### src/rtl/cnn_pkg.sv
// -----------------------------------------------------------------------------
// cnn_pkg
// Shared constants for the MNIST CNN layer sequencer: sequencer state codes,
// the state enum built on those codes, layer mode encodings and the default
// picture-memory address width.
// -----------------------------------------------------------------------------
package cnn_pkg;

    localparam int DEF_ADDR_BIT = 10;

    // State codes are visible to software through err_stage.
    localparam logic [2:0] ST_IDLE  = 3'd0;
    localparam logic [2:0] ST_CONV0 = 3'd1;
    localparam logic [2:0] ST_POOL0 = 3'd2;
    localparam logic [2:0] ST_CONV1 = 3'd3;
    localparam logic [2:0] ST_POOL1 = 3'd4;
    localparam logic [2:0] ST_FC    = 3'd5;
    localparam logic [2:0] ST_DONE  = 3'd6;
    localparam logic [2:0] ST_ERR   = 3'd7;

    // conv: 0 = 28->24, 1 = 12->8 ; pool: 0 = 24->12, 1 = 8->4
    localparam logic CONV_L0 = 1'b0;
    localparam logic CONV_L1 = 1'b1;
    localparam logic POOL_L0 = 1'b0;
    localparam logic POOL_L1 = 1'b1;

    typedef enum logic [2:0] {
        S_IDLE  = ST_IDLE,
        S_CONV0 = ST_CONV0,
        S_POOL0 = ST_POOL0,
        S_CONV1 = ST_CONV1,
        S_POOL1 = ST_POOL1,
        S_FC    = ST_FC,
        S_DONE  = ST_DONE,
        S_ERR   = ST_ERR
    } state_t;

endpackage

### src/rtl/cnn_layer_sequencer_stage_watchdog.sv
// -----------------------------------------------------------------------------
// stage_watchdog
// Per-stage cycle counter. Counts while en is high, returns to zero on clr,
// and flags timeout while enabled and the count equals WDOG_LIMIT.
//   clk, rst_n : clock, async active-low reset
//   clr        : synchronous clear (has priority over en)
//   en         : count enable (sequencer is in a stage state)
//   timeout    : count reached WDOG_LIMIT during an enabled cycle
// -----------------------------------------------------------------------------
module stage_watchdog #(
    parameter int                  WDOG_BIT   = 20,
    parameter logic [WDOG_BIT-1:0] WDOG_LIMIT = 20'd65535
) (
    input  logic clk,
    input  logic rst_n,
    input  logic clr,
    input  logic en,
    output logic timeout
);

    logic [WDOG_BIT-1:0] cnt;

    always_ff @(posedge clk or negedge rst_n) begin
        if (!rst_n) begin
            cnt <= '0;
        end else if (clr) begin
            cnt <= '0;
        end else if (en) begin
            cnt <= cnt + 1'b1;
        end
    end

    assign timeout = en && (cnt == WDOG_LIMIT);

endmodule

### src/rtl/cnn_layer_sequencer.sv
// -----------------------------------------------------------------------------
// cnn_layer_sequencer
// Runs the CNN layers in order conv0 -> pool0 -> conv1 -> pool1 -> fc on a CPU
// start, handing each stage scheduler a start pulse plus mode and waiting for
// its done pulse. Owns the picture-memory port mux and traps hung stages with
// a per-stage watchdog.
//   clk, rst_n                 : clock, async active-low reset
//   start, err_clr             : CPU run request / error clear
//   cpu_mem_*                  : CPU memory request, cpu_mem_gnt = CPU owns port
//   conv_*, pool_*, fc_*       : scheduler handshakes and memory requests
//   mem_addr, mem_we           : muxed picture-memory port
//   busy, done, err, err_stage : status (err_stage = state code that timed out)
//
// state | meaning
// IDLE  | CPU owns memory, waiting for start
// CONV0 | conv layer 0 (28->24)
// POOL0 | maxpool layer 0 (24->12)
// CONV1 | conv layer 1 (12->8)
// POOL1 | maxpool layer 1 (8->4)
// FC    | fully-connected layer (memory read only)
// DONE  | one-cycle completion, back to IDLE
// ERR   | watchdog tripped, held until err_clr
// -----------------------------------------------------------------------------
module cnn_layer_sequencer
    import cnn_pkg::*;
#(
    parameter int                  ADDR_BIT   = DEF_ADDR_BIT,
    parameter int                  WDOG_BIT   = 20,
    parameter logic [WDOG_BIT-1:0] WDOG_LIMIT = 20'd65535
) (
    input  logic                clk,
    input  logic                rst_n,
    input  logic                start,
    input  logic                err_clr,
    input  logic [ADDR_BIT-1:0] cpu_mem_addr,
    input  logic                cpu_mem_we,
    output logic                cpu_mem_gnt,
    output logic                conv_start,
    output logic                conv_mode,
    input  logic                conv_done,
    input  logic [ADDR_BIT-1:0] conv_mem_addr,
    input  logic                conv_mem_we,
    output logic                pool_start,
    output logic                pool_mode,
    input  logic                pool_done,
    input  logic [ADDR_BIT-1:0] pool_mem_addr,
    input  logic                pool_mem_we,
    output logic                fc_start,
    input  logic                fc_done,
    input  logic [ADDR_BIT-1:0] fc_mem_addr,
    output logic [ADDR_BIT-1:0] mem_addr,
    output logic                mem_we,
    output logic                busy,
    output logic                done,
    output logic                err,
    output logic [2:0]          err_stage
);

    state_t state;
    logic   in_stage;
    logic   stage_done;
    logic   timeout;

    // Only the done of the scheduler owning the current stage counts.
    always_comb begin
        in_stage   = 1'b0;
        stage_done = 1'b0;
        case (state)
            S_CONV0, S_CONV1: begin in_stage = 1'b1; stage_done = conv_done; end
            S_POOL0, S_POOL1: begin in_stage = 1'b1; stage_done = pool_done; end
            S_FC:             begin in_stage = 1'b1; stage_done = fc_done;   end
            default:          ;
        endcase
    end

    // Clearing on the done cycle makes the next stage start counting from 0.
    stage_watchdog #(
        .WDOG_BIT   (WDOG_BIT),
        .WDOG_LIMIT (WDOG_LIMIT)
    ) u_wdog (
        .clk     (clk),
        .rst_n   (rst_n),
        .clr     (!in_stage || stage_done),
        .en      (in_stage),
        .timeout (timeout)
    );

    always_comb begin
        mem_addr    = cpu_mem_addr;
        mem_we      = cpu_mem_we;
        cpu_mem_gnt = 1'b1;
        case (state)
            S_CONV0, S_CONV1: begin
                mem_addr = conv_mem_addr; mem_we = conv_mem_we; cpu_mem_gnt = 1'b0;
            end
            S_POOL0, S_POOL1: begin
                mem_addr = pool_mem_addr; mem_we = pool_mem_we; cpu_mem_gnt = 1'b0;
            end
            S_FC: begin
                mem_addr = fc_mem_addr; mem_we = 1'b0; cpu_mem_gnt = 1'b0;
            end
            default: ;
        endcase
    end

    always_ff @(posedge clk or negedge rst_n) begin
        if (!rst_n) begin
            state      <= S_IDLE;
            conv_start <= 1'b0;
            pool_start <= 1'b0;
            fc_start   <= 1'b0;
            conv_mode  <= CONV_L0;
            pool_mode  <= POOL_L0;
            busy       <= 1'b0;
            done       <= 1'b0;
            err        <= 1'b0;
            err_stage  <= ST_IDLE;
        end else begin
            conv_start <= 1'b0;
            pool_start <= 1'b0;
            fc_start   <= 1'b0;
            done       <= 1'b0;
            // A done in the limit cycle still advances the stage.
            if (timeout && !stage_done) begin
                state     <= S_ERR;
                err       <= 1'b1;
                err_stage <= state;
                busy      <= 1'b0;
                conv_mode <= CONV_L0;
                pool_mode <= POOL_L0;
            end else begin
                case (state)
                    S_IDLE: if (start) begin
                        state      <= S_CONV0;
                        conv_start <= 1'b1;
                        conv_mode  <= CONV_L0;
                        busy       <= 1'b1;
                    end
                    S_CONV0: if (conv_done) begin
                        state      <= S_POOL0;
                        pool_start <= 1'b1;
                        pool_mode  <= POOL_L0;
                    end
                    S_POOL0: if (pool_done) begin
                        state      <= S_CONV1;
                        conv_start <= 1'b1;
                        conv_mode  <= CONV_L1;
                    end
                    S_CONV1: if (conv_done) begin
                        state      <= S_POOL1;
                        pool_start <= 1'b1;
                        pool_mode  <= POOL_L1;
                        conv_mode  <= CONV_L0;
                    end
                    S_POOL1: if (pool_done) begin
                        state     <= S_FC;
                        fc_start  <= 1'b1;
                        pool_mode <= POOL_L0;
                    end
                    S_FC: if (fc_done) begin
                        state <= S_DONE;
                        done  <= 1'b1;
                        busy  <= 1'b0;
                    end
                    S_DONE: state <= S_IDLE;
                    S_ERR: if (err_clr) begin
                        state     <= S_IDLE;
                        err       <= 1'b0;
                        err_stage <= ST_IDLE;
                    end
                    default: state <= S_IDLE;
                endcase
            end
        end
    end

endmodule

### config.mk
export PLATFORM = sky130hd
export DESIGN_NAME = cnn_layer_sequencer
export DESIGN_NICKNAME = d
export VERILOG_FILES = /design/src/rtl/cnn_pkg.sv /design/src/rtl/cnn_layer_sequencer_stage_watchdog.sv /design/src/rtl/cnn_layer_sequencer.sv
export SDC_FILE = /design/constraint.sdc
export NUM_CORES = 1
export LEC_CHECK = 0
export CORE_MARGIN = 2
export CORE_UTILIZATION = 52
export CTS_BUF_LIST = sky130_fd_sc_hd__clkbuf_2 sky130_fd_sc_hd__clkbuf_4 sky130_fd_sc_hd__clkbuf_8
export CTS_CLUSTER_DIAMETER = 100
export DETAILED_ROUTE_END_ITERATION = 7
export PLACE_DENSITY = 0.9
export SLEW_MARGIN = 20
export SYNTH_ARGS = -nofsm -noshare
export SYNTH_HDL_FRONTEND = slang
export SYNTH_SLANG_ARGS = --single-unit
### constraint.sdc
create_clock -name clk -period 5.9 [get_ports clk]
set_clock_uncertainty 0.2 [all_clocks]
set_input_delay 0.885 -clock clk [delete_from_list [all_inputs] [get_ports clk]]
set_output_delay 0.885 -clock clk [all_outputs]
set_load 0.02 [all_outputs]
### After elaboration in Yosys (flattened, before gate mapping)

Cells that the tools add are included.

* add/sub/neg operators: 1
* equal/unequal tests: 15
* multiplexer cells: 46
* reductions and logical operators: 20

Operators by type and width (count)
* 20-bit two-way mux: 2
* 3-bit two-way mux: 10
* 10-bit one-hot mux with 3 select lines: 1
* 1-bit two-way mux: 26
* 3-bit one-hot mux with 8 select lines: 1
* 3-bit inequality test, second input constant: 7
* 20-bit by 1-bit adder with 20-bit output, second input constant: 1
* 20-bit by 16-bit == test with 1-bit output, second input constant: 1
* 3-bit == test, second input constant: 4
* 1-bit one-hot mux with 3 select lines: 4
* 4-bit AND reduction: 2
* 4-bit nonzero test: 2
* 7-bit AND reduction: 1
* 3-bit by 2-bit == test with 1-bit output, second input constant: 2
* 2-bit nonzero test: 3
* 5-bit OR reduction: 1
* 1-bit one-hot mux with 2 select lines: 2
* 2-bit OR reduction: 2
* 3-bit by 1-bit == test with 1-bit output, second input constant: 1
* 3-bit logical NOT: 1
* 3-bit AND reduction: 1
* 3-bit nonzero test: 1
* 1-bit logical AND: 2
* 1-bit logical NOT: 2
* other kinds (2): 2

* bits in registers: 34
* input bits: 50
* output and inout port bits: 23

### Longest topological paths before layout

Gate-level depths: netlist of run 1.

* depth after elaboration: 7
* gate-level depth with buffers: 8

### Cells and area by module

A second synthesis of run 1 with hierarchy kept.

* cells, all modules: 250
* area total of the unflattened synthesis: 2268.4 um2

Modules (own cells, without submodules)
* cnn_layer_sequencer: times used 1, cells each 141, area each 1222.4 um2, sequential area each 350.3 um2
* stage_watchdog: times used 1, cells each 109, area each 1046.0 um2, sequential area each 500.5 um2

### Least setup slack after synthesis of run 1

Ideal clock, no wire load.

* kind: register to output
* start: register state[0]
* end: output mem_addr[0]
* data arrival time: 1.618 ns
* path slack: 3.197 ns
* cell stages (with the launch flop): 6
* buffers on the path: 3
* path through: dfrtp_1 -> buf_4 -> buf_2 -> clkbuf_1 -> a21oi_1 -> o21ai_0

* longest elaborated chain between the ends: 3
* elaborated cells between the ends (all ways): 8
* those cells by class: eq/ne (5); mux (1); reduce/logical (2)

RTL lines
* from (decl): line cnn_layer_sequencer.sv:59 `state_t state;`
* from (signal assigned): line cnn_layer_sequencer.sv:108 `state <= S_IDLE;`
* from (signal assigned): line cnn_layer_sequencer.sv:125 `state <= S_ERR;`
* from (signal assigned): line cnn_layer_sequencer.sv:134 `state <= S_CONV0;`
* 3-bit == test (tied with other cells): line cnn_layer_sequencer.sv:92 `case (state)`
* 2-bit OR reduction
* 10-bit one-hot mux with 3 select lines *: line cnn_layer_sequencer.sv:92
* to (decl): line cnn_layer_sequencer.sv:51 `output logic [ADDR_BIT-1:0] mem_addr,`

Every way passes the cells marked *; elsewhere a longest branch is shown, timed or not.

### Worst setup path after layout of run 1

* start: register state[1]
* end: output mem_addr[7]

Same word-level chain as after synthesis.

==> reports/results.ini, run 1 <==
[outcome]
status=completed

[power]
switchingPower_mw=0.668
leakage_nw=1.33
p_clk_share_pct=17.7
p_comb_share_pct=60.6
seq_power_share_pct=21.7
p_sw_share_pct=44.1
ir_drop_mv=0.336
p_per_area_nw_per_um2=478
intPower_mw=0.846

[critical_path]
worst_setup_path_end_kind=primary output
critical-path-max-stage-delay_ns=0.63
critical_path.top_delay_family=buffers and inverters
crit_path_start_kind=flop
crit_arrival_ns=2.75
cpMaxStageDelayCell=clkdlybuf4s50_1
cp_num_buf_inv=3
path_class=flop to primary output
required_ns=4.82
worstPathCellList=buf_4, inv_1, nor2_1, o21ai_0, o221ai_1, clkdlybuf4s50_1
r2r_slack_ns=3.00
cp_max_fo=31

[routing]
drc=0
wl_per_cell_um=14.9
viasPerCell=5.74
vias=2228
routed_wl_um=5790
drt-initial-drc-count=192
dr.pass1.iters=4
ant_nets=0

[logic_synthesis]
synth.cell_area_um2=2290
postSynthAreaPerCell_um2=8.54
synthesis.nets=321
yosys_warnings=0
ys_seq_elements=34
synth_flop_cell=dfrtp_1
synth_edf_count=0
ys_types=43
synthCells=268
seq_area_frac_synth_pct=37.2
synthArstFlopShare_pct=100

[placed_design]
dpl.hpwl_um=4080
gp_congestion=0.859
post-place-cells=380
io_buffers=72
preCtsSetupSlack_ns=2.34

[clock_network]
path_clk_slew_ns=0.07
clock_sinks=34
clock_path_buffers=2
cts.htree.levels=2
cts_resized=0
postCtsSetupBuffers=0
cts_tree=yes
insertion_delay_ns=0.29
cts-buffers-inserted=5
holdBufCountCts=0
cts-root-buf=clkbuf_8

[final_layout]
final_core_util_pct=73.7
drive_gt1_share_pct=5.95
syn2layout_area_growth_pct=38.4
final_cell_mix=clkdlybuf4s50_1, nor2_1, dfrtp_1
reg_top3=u_wdog.cnt: 20 flops, err_stage: 3 flops, state: 3 flops
layout_commonest_cell=clkdlybuf4s50_1
largest_register_ffs=20
num-fill-cells=308
antenna_cells=0
stdcell_count=388
regMostFlops=u_wdog.cnt
nets=388

[floorplanning]
num_rows=24
ioPinCount=73
die_x_um=70.3
initial_core_util_pct=53.3
die_h_um=70.3
core_area_um2=4290
dieArea_um2=4950

[flow_run]
maxCapViolations=0

[timing]
fin_ws_ns=2.07
hold_violations=0
min_period_ns=3.83
hold_slack_ns=0.296
rsz0062_at_grt=false
drv_slew=0
slew_headroom_pct=49.8
fmax_ghz=0.261
worst_slew_pin_slew_ns=0.752
setup_tns_ns=0
finalCritPeriodShare_pct=64.9
setup_violations=0

[global_route]
track_usage_pct=23.4
grt_max_degree=42
antenna_found_initial=0
grt_pass1_vias=2036
grt_pass1_wl_um=9440
overflow=0

[hold_path]
hold_path.class=flop to flop

power groups by stage:
| stage | logic, mW | registers (mW) | clock network [mW] |
|---|---|---|---|
| 6_report | 0.918 | 0.328 | 0.268 |
| 5_1_grt | 0.993 | 0.335 | 0.278 |
| 4_1_cts | 0.914 | 0.326 | 0.268 |
| 3_5_place_dp | 0.909 | 0.330 | 0 |
| 3_3_place_gp | 0.891 | 0.326 | 0 |
| 2_1_floorplan | 0.593 | 0.347 | 0 |
final cells by class:
type	instances	area (um2)	share of cell area, %
well taps	52	65.1	2.05
flip-flops and latches	34	851	26.9
clock inverters	2	60.1	1.90
repair buffers	76	751	23.7
multi-input cells	212	1340	42.2
inverters	6	22.5	0.711
clock buffers	6	82.6	2.61
layer usage:
| layer | up-vias | wire [um] | GRT usage, % |
|---|---|---|---|
| met5 | - | 0 | 0 |
| met4 | 0 | 85 | 7.48 |
| met3 | 10 | 308 | 4.91 |
| met2 | 72 | 2780 | 37.6 |
| met1 | 1063 | 2620 | 31.6 |
| li1 | 1083 | - | - |
synth_stat cells, types with 2 or more instances:
library cell | instances | area, um2
a21oi_1 | 19 | 95.1
a31oi_1 | 2 | 12.5
and3_1 | 2 | 12.5
and4_1 | 2 | 17.5
buf_2 | 7 | 35.0
clkbuf_1 | 7 | 26.3
dfrtp_1 | 34 | 851
ha_1 | 3 | 37.5
inv_1 | 6 | 22.5
mux2i_1 | 25 | 250
nand2_1 | 25 | 93.8
nand2b_1 | 2 | 12.5
nand3_1 | 10 | 50.1
nand3b_1 | 2 | 15.0
nand4_1 | 3 | 18.8
nor2_1 | 48 | 180
nor3_1 | 4 | 20.0
nor4_1 | 2 | 12.5
nor4b_1 | 2 | 17.5
o211ai_1 | 10 | 75.1
o21ai_0 | 15 | 75.1
xnor2_1 | 7 | 61.3
xor2_1 | 11 | 96.3
kinds of logic after synthesis:
group | after synthesis | share of synthesized area (%)
DFF | 34 | 37.2
muxes | 25 | 10.9
adders and majority gates | 3 | 1.64
and+or+nand+nor | 108 | 22.6
xor gates and xnor gates | 18 | 6.89
AOI/OAI and AO/OA | 58 | 16.2
buffers and inverters | 22 | 4.48
metrics by stage:
| step | total power, mW | instance area (um2) |
|---|---|---|
| global route | 1.61 | 3170 |
| floorplan | 0.941 | 2290 |
| CTS | 1.51 | 3170 |
| global placement | 1.22 | 3020 |
| detailed placement | 1.24 | 3020 |
| finish | 1.51 | 3170 |
worst register-to-register path, stage by stage (launching register included):
cell     delay, ns
dfrtp_1       0.83
buf_4         0.45
nand2_1       0.25
a21oi_1       0.18
a311o_2       0.45
nor2_8        0.13
a311o_1       0.30
worst paths after layout:
path,startpoint,to,cells after the start
worst max-delay path,state[1],mem_addr[7],6
worst min-delay path,err,err,1
worst max register to register,state[0],state[0],6
worst min register to register,err,err,1
max in group asynchronous,rst_n,u_wdog.cnt[11],2
min in group asynchronous,rst_n,u_wdog.cnt[0],2
Note: power is estimated with default switching activity, not from simulation.
==> run 2: changes to the inputs <==
CORE_UTILIZATION = 43   (was 52)
PLACE_DENSITY = 0.8   (was 0.9)
clock period = 3.13 ns   (was 5.9 ns; I/O delays follow)
==> run 2 against run 1 <==
  * Worst setup slack lost 1.8 ns
  * Cell count grew 5.4%
  * Global-route usage shrank 3.4 points
  * Sequential share of layout area shrank 0.20 points
  * Clock-buffer cell count shrank 1
  * Clock power grew 48%
  * Worst hold slack lost 0.013 ns
  * Sequential cell count is the same
  * Die area grew 20%
==> reports/results.ini, run 2 (synthesis results as in run 1) <==
[final_layout]
regMostFlops=u_wdog.cnt
reg_top3=u_wdog.cnt: 20 flops, err_stage: 3 flops, state: 3 flops
syn2layout_area_growth_pct=39.4
layout_commonest_cell=clkdlybuf4s50_1
nets=391
drive_gt1_share_pct=6.78
final_cell_mix=clkdlybuf4s50_1, nor2_1, dfrtp_1
antenna_cells=0
largest_register_ffs=20

[routing]
wl_per_cell_um=13.9
routed_wl_um=5680
dr.pass1.iters=5
drt-initial-drc-count=101
ant_nets=0
viasPerCell=5.40
drc=0
vias=2208

[global_route]
antenna_found_initial=0
grt_pass1_wl_um=9920
overflow=0
grt_pass1_vias=2222
grt_max_degree=53
track_usage_pct=20.1

[critical_path]
crit_path_start_kind=flop
cp_max_fo=15
cpMaxStageDelayCell=clkdlybuf4s50_1
timing.rr.end=state[0]
r2r_slack_ns=0.74
reg2reg_depth=6
critical-path-max-stage-delay_ns=0.56
crit_end=mem_addr[7]
worstPathCellList=inv_1, nor2_1, o21ai_0, o221ai_1, clkdlybuf4s50_1
critical_path.top_delay_family=buffers and inverters
crit_arrival_ns=2.18
required_ns=2.46
reg2reg_from=state[1]
path_class=flop to primary output
cp.depth=5
cp_num_buf_inv=2
worst_setup_path_end_kind=primary output
crit_start=state[1]

[timing]
slew_headroom_pct=62.4
hold_violations=0
rsz0062_at_grt=false
setup_violations=0
worst_slew_pin_slew_ns=0.556
drv_slew=0
hold_slack_ns=0.284
min_period_ns=2.85
setup_tns_ns=0
finalCritPeriodShare_pct=90.9
fmax_ghz=0.351

[floorplanning]
die_x_um=77.0
initial_core_util_pct=44.8
num_rows=26
dieArea_um2=5920
core_area_um2=5110
ioPinCount=73
die_h_um=77.0

[placed_design]
dpl.hpwl_um=4180
gp_congestion=0.778
io_buffers=72

[clock_network]
clock_path_buffers=2
holdBufCountCts=0
cts-root-buf=clkbuf_8
insertion_delay_ns=0.29
cts.htree.levels=2
cts_tree=yes
postCtsSetupBuffers=0
path_clk_slew_ns=0.07
cts-buffers-inserted=5
clock_sinks=34
cts_resized=0

[power]
leakage_nw=1.33
ir_drop_mv=0.670
finalPower_mw=2.79
p_per_area_nw_per_um2=876

[flow_run]
maxCapViolations=0

[outcome]
status=completed

[hold_path]
hold_path.class=flop to flop

## run 2: cell count changes in the layout (fill, tap and decap cells not counted), sizes merged
cell	delta
bufinv	-1
clkinv	+2
buf	+3
clkbuf	-1
## run 2: final cells by class
cell class | count | area, um2
Sequential cell | 34 | 851
Tap cell | 70 | 87.6
Clock inverter | 3 | 40.0
Multi-Input combinational cell | 212 | 1340
Inverter | 6 | 22.5
Timing Repair Buffer | 79 | 786
Fill cell | 428 | 1920
Clock buffer | 5 | 68.8
## run 2: through the flow
stage                     util (%)  setup WS (ns)  cell area (um2)  instances
after floorplan                  -          0.660             2290        268
after global placement        60.3          0.509             3080        401
after detailed placement      60.3          0.475             3080        401
after CTS                     62.5          0.279             3190        409
after global routing          62.5          0.116             3190        409
final                         62.5          0.284             3190        409
## run 2: worst reg2reg max path: stages (launching register included)
cell and delay [ns]:
dfrtp_1 0.39, buf_4 0.20, ha_1 0.29, a21boi_0 0.28
a311o_2 0.51, nor2_8 0.13, a311o_1 0.29
## run 2: power by group
group	internal (mW)	leakage, nW	switching [mW]
clock	0.234	0.0579	0.163
sequential	0.526	0.458	0.0566
combinational	0.771	0.816	1.04
total	1.53	1.33	1.26
## run 2: routing by layer
metal	GRT usage, %	share of wire (%)	routed length [um]	vias up
met5	0	0	0	-
met4	6.18	1.0	57	0
met3	5.65	5.8	327	8
met2	33.0	50	2820	72
met1	25.5	44	2480	1044
li1	-	-	-	1084
## run 2: worst min-delay path by stage
| stage | cells after the start | endpoint | slack [ns] | start |
|---|---|---|---|---|
| global route | 1 | u_wdog.cnt[0] | 0.31 | u_wdog.cnt[0] |
| global placement | 1 | err | 0.26 | err |
| detailed placement | 1 | err | 0.27 | err |
| finish | 1 | err | 0.28 | err |
| CTS | 1 | err | 0.29 | err |
| floorplan | 0 | busy | -0.03 | rst_n |
==> run 3: changes to the inputs <==
CORE_UTILIZATION = 42   (was 43)
CTS_BUF_LIST = not set   (was sky130_fd_sc_hd__clkbuf_2 sky130_fd_sc_hd__clkbuf_4 sky130_fd_sc_hd__clkbuf_8)
PLACE_DENSITY = 0.79   (was 0.8)
==> run 3 against run 2 <==
  * Register-to-register slack got worse by 0.03 ns
  * Largest power group unchanged
  * Worst hold slack improved by 0.0090 ns
  * Via count is 0.54% lower
  * Highest routed layer unchanged
==> reports/results.ini, run 3 (synthesis results as in run 1) <==
[critical_path]
cp_max_fo=12
path_class=flop to primary output
critical-path-max-stage-delay_ns=0.67
cp_num_buf_inv=2
worstPathCellList=buf_4, ha_1, a21boi_0, clkdlybuf4s50_1
crit_arrival_ns=2.16
cpMaxStageDelayCell=clkdlybuf4s50_1
worst_setup_path_end_kind=primary output
critical_path.top_delay_family=buffers and inverters
required_ns=2.46
crit_path_start_kind=flop

[clock_network]
cts-buffers-inserted=5
clock_sinks=34
insertion_delay_ns=0.28
cts_resized=0
holdBufCountCts=0
clock_path_buffers=2
postCtsSetupBuffers=0
cts.htree.levels=2
cts_tree=yes
path_clk_slew_ns=0.07
cts-root-buf=clkbuf_8

[floorplanning]
initial_core_util_pct=44.2
ioPinCount=73
die_x_um=77.8
num_rows=26
dieArea_um2=6060
die_h_um=77.8
core_area_um2=5170

[routing]
met3_length_um=241
drt-initial-drc-count=186
ant_nets=0
routed_wl_um=5850
wl_per_cell_um=14.3
vias=2196
viasPerCell=5.37
dr.pass1.iters=4
highest_layer=met4
drt-met1-wl_um=2640
drc=0
dr_wl_met2_um=2920

[final_layout]
reg_top3=u_wdog.cnt: 20 flops, err_stage: 3 flops, state: 3 flops
num-fill-cells=463
largest_register_ffs=20
layout_commonest_cell=clkdlybuf4s50_1
syn2layout_area_growth_pct=38.8
drive_gt1_share_pct=6.78
final_cell_mix=clkdlybuf4s50_1, nor2_1, dfrtp_1
antenna_cells=0
nets=391
regMostFlops=u_wdog.cnt

[global_route]
grt_max_degree=53
grt_pass1_wl_um=9750
grt_pass1_vias=2155
antenna_found_initial=0
track_usage_pct=19.6
overflow=0

[power]
finalPower_mw=2.73
p_per_area_nw_per_um2=859
ir_drop_mv=0.465
leakage_nw=1.32

[placed_design]
gp_congestion=0.805
dpl.hpwl_um=4320
io_buffers=72

[timing]
setup_violations=0
worst_slew_pin_slew_ns=0.573
hold_slack_ns=0.293
fmax_ghz=0.354
setup_tns_ns=0
finalCritPeriodShare_pct=90.3
slew_headroom_pct=61.5
hold_violations=0
min_period_ns=2.82
rsz0062_at_grt=false
drv_slew=0

[outcome]
status=completed

[flow_run]
maxCapViolations=0

[hold_path]
hold_path.class=flop to flop

[run 3: changes by cell type in the layout (fill, tap and decap cells not counted), sizes merged]
cell,delta
clkinv,-1
clkbuf,+1
bufinv,-1
clkinvlp,+1
[run 3: final timing paths]
kind                                from             to  slack, ns  cells after the start
max in group asynchronous          rst_n       fc_start       2.03                      2
max                             state[1]    cpu_mem_gnt       0.31                      4
min in group asynchronous          rst_n   err_stage[0]       0.40                      2
max reg2reg                     state[1]       state[0]       0.71                      6
min reg2reg                u_wdog.cnt[0]  u_wdog.cnt[0]       0.29                      1
min                        u_wdog.cnt[0]  u_wdog.cnt[0]       0.29                      1
[run 3: cell type report]
type | instances | area (um2) | area share, %
Sequential cell | 34 | 851 | 26.8
Clock buffer | 6 | 82.6 | 2.60
Timing Repair Buffer | 79 | 786 | 24.7
Inverter | 6 | 22.5 | 0.709
Tap cell | 70 | 87.6 | 2.76
Clock inverter | 2 | 12.5 | 0.394
Multi-Input combinational cell | 212 | 1340 | 42.0
[run 3: power by group]
| part | internal [mW] | leakage, nW | switching, mW | total [mW] |
|---|---|---|---|---|
| logic | 0.770 | 0.816 | 1.04 | 1.81 |
| clock network | 0.177 | 0.0472 | 0.157 | 0.333 |
| registers | 0.526 | 0.458 | 0.0603 | 0.587 |
| total | 1.47 | 1.32 | 1.26 | 2.73 |
[run 3: per-stage QoR]
| stage | util [%] | instance area (um2) | worst slack, ns | instances |
|---|---|---|---|---|
| after detailed placement | 59.6 | 3080 | 0.460 | 401 |
| after global routing | 61.4 | 3180 | 0.205 | 409 |
| after floorplan | - | 2290 | 0.660 | 268 |
| after CTS | 61.4 | 3180 | 0.299 | 409 |
| after global placement | 59.6 | 3080 | 0.489 | 401 |
| final | 61.4 | 3180 | 0.305 | 409 |
[run 3: worst reg2reg max path, delay by kind of cell (launching register included)]
kind / cells / cell delay [ns]
compound gates: 3 / 1.10
flops: 1 / 0.40
fa+ha+maj: 1 / 0.28
buf+inv: 1 / 0.20
simple gates: 1 / 0.13
[run 3: layer usage]
metal  GRT usage (%)  vias to the layer above
met3            3.26                        4
met2            31.7                       61
met1            27.2                     1044
li1                -                     1087
met5               0                        -
met4            5.00                        0
==> edit 1 (config.mk and constraints of run 2) <==
`WDOG_BIT` is set to 20 in 2 places; all go to 40.
--- a/src/rtl/cnn_layer_sequencer_stage_watchdog.sv
+++ b/src/rtl/cnn_layer_sequencer_stage_watchdog.sv
@@ -9,5 +9,5 @@
 // -----------------------------------------------------------------------------
 module stage_watchdog #(
-    parameter int                  WDOG_BIT   = 20,
+    parameter int                  WDOG_BIT   = 40,
     parameter logic [WDOG_BIT-1:0] WDOG_LIMIT = 20'd65535
 ) (
--- a/src/rtl/cnn_layer_sequencer.sv
+++ b/src/rtl/cnn_layer_sequencer.sv
@@ -26,5 +26,5 @@
 #(
     parameter int                  ADDR_BIT   = DEF_ADDR_BIT,
-    parameter int                  WDOG_BIT   = 20,
+    parameter int                  WDOG_BIT   = 40,
     parameter logic [WDOG_BIT-1:0] WDOG_LIMIT = 20'd65535
 ) (
Function: no difference found for any inputs over 10 cycles, from zero or initial values and one cycle with rst_n low; that may be too few to reach the edited logic, so the function may still have changed.
==> edit 1 against run 2 <==
Synthesized area up 46%; register-to-register slack worse by 0.29 ns; cell count up 36%; worst setup slack worse by 0.069 ns; sequential cell count up 20; first-iteration DRC count up 28%; power up 13%; routed wire length up 51%; design area up 36%.
==> edit 1: results (changes against run 2) <==
outcome finished clean (unchanged); vias in the first global route 3026 (was 2222); total number of vias 3138 (was 2208); Syn Nets 439 (was 321); met1 wire length 3657 um (was 2482 um); wire length on met3 551 um (was 327 um); sw power 0.001289 W (was 0.001262 W); share of layout cells above drive strength 1 7.237% (was 6.785%); M2 GR Usage 36.58% (was 32.98%); total track usage 20.59% (was 20.05%); initial drt markers 129 (was 101); Synth area leaders dfrtp_1 40%, nor2_1 5.4%, nand2_1 4.8% (was dfrtp_1 37%, mux2i_1 11%, nor2_1 7.9%); GP Congestion 0.7945 (was 0.7775); Worst R2R Setup Slack 0.45 ns (was 0.74 ns); insertion delay to the later sink of the worst-skew pair 0.31 ns (was 0.29 ns); Final Total Pwr 0.003150 W (was 0.002794 W); worst vdd ir 0.0003168 V (was 0.0006703 V); Leak 1.720 nW (was 1.332 nW); Pre-antenna DRT Iters 4 (was 5); Flop pwr share 27.1% (was 20.9%); CP max FO 33 (was 15); first-pass GRT wire length 14300 um (was 9915 um); Comb pwr share 54.8% (was 64.9%); RR Startpoint u_wdog.cnt[0] (was state[1]); Crit path largest cell delay 0.64 ns (was 0.56 ns); worst hold start u_wdog.cnt[0] (was err); Seq/Total Area, Yosys 40.42% (was 37.18%); fin nets 508 (was 391); Commonest cells post-synth 54 x dfrtp_1, 48 x nor2_1, 43 x nand2_1 (was 48 x nor2_1, 34 x dfrtp_1, 25 x mux2i_1, 25 x nand2_1, 19 x a21oi_1); Hold EP u_wdog.cnt[0] (was err); clk slew on worst S/H paths 0.09 ns (was 0.07 ns); post-DP HPWL 6323 um (was 4175 um); post-synthesis cell type count 51 (was 43); met3 Track Usage GR 4.684% (was 5.647%); met2 wire len 4241 um (was 2816 um); largest net degree at the start of global routing 41 (was 53); Reg-to-Reg End conv_start (was state[0]); Top Registers u_wdog.cnt x40, err_stage x3, state x3 (was u_wdog.cnt x20, err_stage x3, state x3); IO Port Bufs 72 (unchanged); WL/cell 15.35 um (was 13.89 um); FILL cells 671 (was 428); met1 Use GR 25.17% (was 25.48%); Crit path arrival time 2.25 ns (was 2.18 ns)
==> edit 1: per-stage QoR <==
step	utilization, %	instances	setup slack (ns)	hold slack (ns)	area [um2]
4_1_cts	56.69	558	0.04670	0.2897	4335
5_1_grt	56.81	558	0.07118	0.3110	4344
6_report	56.81	558	0.2146	0.2854	4344
2_1_floorplan	-	386	0.3997	-0.02609	3343
3_5_place_dp	54.70	549	0.2780	0.1498	4183
3_3_place_gp	54.70	549	0.3196	0.1487	4183
==> edit 1: layout make-up <==
type                            instances  area [um2]  share of cell area (%)
Clock buffer                            6       82.58                   1.901
Clock inverter                          2       60.06                   1.382
Inverter                               11       41.29                  0.9505
Multi-Input combinational cell        301        1871                   43.06
Sequential cell                        54        1353                   31.13
Tap cell                              102       127.6                   2.938
Timing Repair Buffer                   82       809.5                   18.63
==> edit 1: cells by family after synthesis <==
| kind of cell | count (synthesis) | share of synthesized area, % |
|---|---|---|
| compound gates | 87 | 17.48 |
| buf+inv | 31 | 3.742 |
| fa+ha+maj | 3 | 1.123 |
| simple gates | 171 | 26.12 |
| mux | 16 | 4.828 |
| xor+xnor | 24 | 6.287 |
| flops | 54 | 40.42 |
==> edit 1: how the worst max path moves through the flow <==
stage               slack (ns)  depth (start not counted)  startpoint          end
floorplan                 0.40                          8    state[2]    pool_mode
global placement          0.32                          6   conv_done   conv_start
detailed placement        0.28                          6   conv_done   conv_start
CTS                       0.05                          6    state[2]  mem_addr[5]
global route              0.07                          6    state[2]  mem_addr[5]
finish                    0.21                          6    state[2]  mem_addr[5]
==> edit 1: what timing repair did <==
| action | CTS | global route |
|---|---|---|
| endpoints found under the setup margin | 0 | 5 |
| resized for setup | 0 | 3 |
| endpoints found under the hold margin | 9 | 0 |
| hold buffers | 1 | 0 |
==> edit 2 (settings of run 2) <==
Without the edit above. Reset style: synchronous (`rst_n`), changed in 2 clocked blocks. Comments in the files are not updated.
--- a/src/rtl/cnn_layer_sequencer_stage_watchdog.sv
+++ b/src/rtl/cnn_layer_sequencer_stage_watchdog.sv
@@ -21,5 +21,5 @@
     logic [WDOG_BIT-1:0] cnt;
 
-    always_ff @(posedge clk or negedge rst_n) begin
+    always_ff @(posedge clk) begin
         if (!rst_n) begin
             cnt <= '0;
--- a/src/rtl/cnn_layer_sequencer.sv
+++ b/src/rtl/cnn_layer_sequencer.sv
@@ -104,5 +104,5 @@
     end
 
-    always_ff @(posedge clk or negedge rst_n) begin
+    always_ff @(posedge clk) begin
         if (!rst_n) begin
             state      <= S_IDLE;
Formal check against the unedited RTL: differs if rst_n is asserted again (counterexample within 4 cycles, from zero or initial values and one cycle with rst_n low); with rst_n held inactive, the same outputs for 10 cycles.
==> edit 2 against run 2 <==
Worst setup slack got worse by 0.16 ns; cell count is 0.49% lower; critical path depth is the same; routed wire length up 5.5%; design area shrank 2.4%; sequential cell count is the same; synthesized area down 3.8%; worst hold slack lost 0.026 ns; core utilization down 0.33 points; critical path type unchanged.
Power is not compared: it rests on default switching activity, and its combinational part moved more than twofold at a synthesized area within 25%.
==> edit 2: results (changes against run 2) <==
outcome finished clean (unchanged); largest reg by FF count u_wdog.cnt (unchanged); crit path launch state[2] (was state[1]); Top Metal Used met4 (unchanged); wire length on met3 540 um (was 327 um); Crit path arrival time 2.34 ns (was 2.18 ns); Pre-antenna DRT Iters 4 (was 5); IO Port Bufs 72 (unchanged); Reg-to-Reg End fc_start (was state[0]); Seq/Total Area, Yosys 30.91% (was 37.18%); met2 wire len 2866 um (was 2816 um); Syn Nets 318 (was 321); worst vdd ir 0.0002231 V; Commonest cells post-synth 34 x dfxtp_1, 18 x nor2_1, 17 x nand2_1 (was 48 x nor2_1, 34 x dfrtp_1, 25 x mux2i_1, 25 x nand2_1, 19 x a21oi_1); insertion delay to the later sink of the worst-skew pair 0.29 ns (about the same); crit share post-route 96.13% (was 90.93%); initial antenna violation count 0 (unchanged); Ant. Diodes 0 (unchanged); main flop type after synthesis dfxtp_1 (was dfrtp_1); Worst R2R Setup Slack 0.41 ns (was 0.74 ns); initial drt markers 89 (was 101); met1 wire length 2530 um (was 2482 um); Least-Margin Pin Slew 0.7905 ns (was 0.5562 ns); Finished Layout Cells 407 (was 409); pre-CTS WS 0.3963 ns (was 0.4746 ns); largest net degree at the start of global routing 29 (was 53); placed instance count 399 (was 401); ys async rst share 0% (was 100.0%); clk slew on worst S/H paths 0.07 ns (about the same); synthesis warning total 0 (unchanged); total CTS buffers 5 (unchanged); path depth of the worst reg2reg path 6 (unchanged); Top Registers u_wdog.cnt x20, err_stage x3, state x3 (unchanged); CTS root buf clkbuf_8 (unchanged); first-pass GRT wire length 9246 um (was 9915 um); post-synthesis cell type count 54 (was 43); share of layout cells above drive strength 1 9.792% (was 6.785%); GP Congestion 0.7495 (was 0.7775); Synth area leaders dfxtp_1 31%, mux2i_1 4.5%, a22oi_1 4.4% (was dfrtp_1 37%, mux2i_1 11%, nor2_1 7.9%); total track usage 21.08% (was 20.05%); via/cell ratio 5.678 (was 5.399); CTS H-tree depth 2 (unchanged); dpl cell area 0.003015 mm2 (was 0.003082 mm2); fin nets 389 (was 391); CTS max path bufs 2 (unchanged); final wirelength 5996 um (was 5683 um); Leak 1.097 nW; CP max FO 28 (was 15); post-DP HPWL 4456 um (was 4175 um); Cells after Synth 265 (was 268); vias in the first global route 2051 (was 2222); crit path capture cpu_mem_gnt (was mem_addr[7])
## edit 2: layout make-up
type	count	area, um2
Fill cell	459	1897
Multi-Input combinational cell	206	1424
Timing Repair Buffer	83	803.3
Sequential cell	34	680.7
Tap cell	70	87.58
Clock buffer	6	82.58
Inverter	6	22.52
Clock inverter	2	12.51
## edit 2: where the power goes
group	leakage [nW]	internal (W)	switching (W)
clock	0.0472	0.000176	0.000159
combinational	0.774	0.000203	0.000195
sequential	0.275	0.000443	0.0000121
total	1.10	0.000823	0.000366
## edit 2: kinds of logic (layout without fill, tap and decap cells)
logic type / count (synthesis) / after routing / synth area share [%]
simple gates: 89 / 89 / 21.59
compound gates: 86 / 86 / 28.75
flops: 34 / 34 / 30.91
buf+inv: 25 / 97 / 4.545
mux: 17 / 17 / 8.125
xor+xnor: 11 / 11 / 4.375
fa+ha+maj: 3 / 3 / 1.705
## edit 2: what timing repair did
item	4_1_cts	5_1_grt
gates resized for setup	0	1
setup buffers	0	0
hold endpoints to repair	0	0
setup endpoints to repair	0	1
## edit 2: worst min-delay path by stage
stage                       start            end  slack, ns  depth (start not counted)
floorplan           u_wdog.cnt[0]  u_wdog.cnt[0]       0.22                          1
global placement    u_wdog.cnt[0]  u_wdog.cnt[0]       0.23                          1
detailed placement  u_wdog.cnt[0]  u_wdog.cnt[0]       0.24                          1
CTS                 u_wdog.cnt[0]  u_wdog.cnt[0]       0.25                          1
global route        u_wdog.cnt[0]  u_wdog.cnt[0]       0.28                          1
finish              u_wdog.cnt[0]  u_wdog.cnt[0]       0.26                          1
## edit 2: metrics by stage
step | hold slack (ns) | total power, W
6_report | 0.2578 | 0.001190
5_1_grt | 0.2847 | 0.001253
4_1_cts | 0.2543 | 0.001201
3_5_place_dp | 0.2430 | 0.0008630
3_3_place_gp | 0.2332 | 0.0008564
2_1_floorplan | 0.2176 | 0.0006789
## edit 2: layer usage
layer | GRT usage (%) | up-vias
li1 | - | 1152
met1 | 23.88 | 1073
met2 | 38.45 | 79
met3 | 6.085 | 7
met4 | 5.848 | 0
met5 | 0 | -
## edit 2: worst max-delay path, stage by stage, from the launching register on
cell             delay (ns)
dfxtp_1                0.32
buf_4                  0.28
inv_1                  0.10
ha_1                   0.54
and2_1                 0.21
clkdlybuf4s50_1        0.60
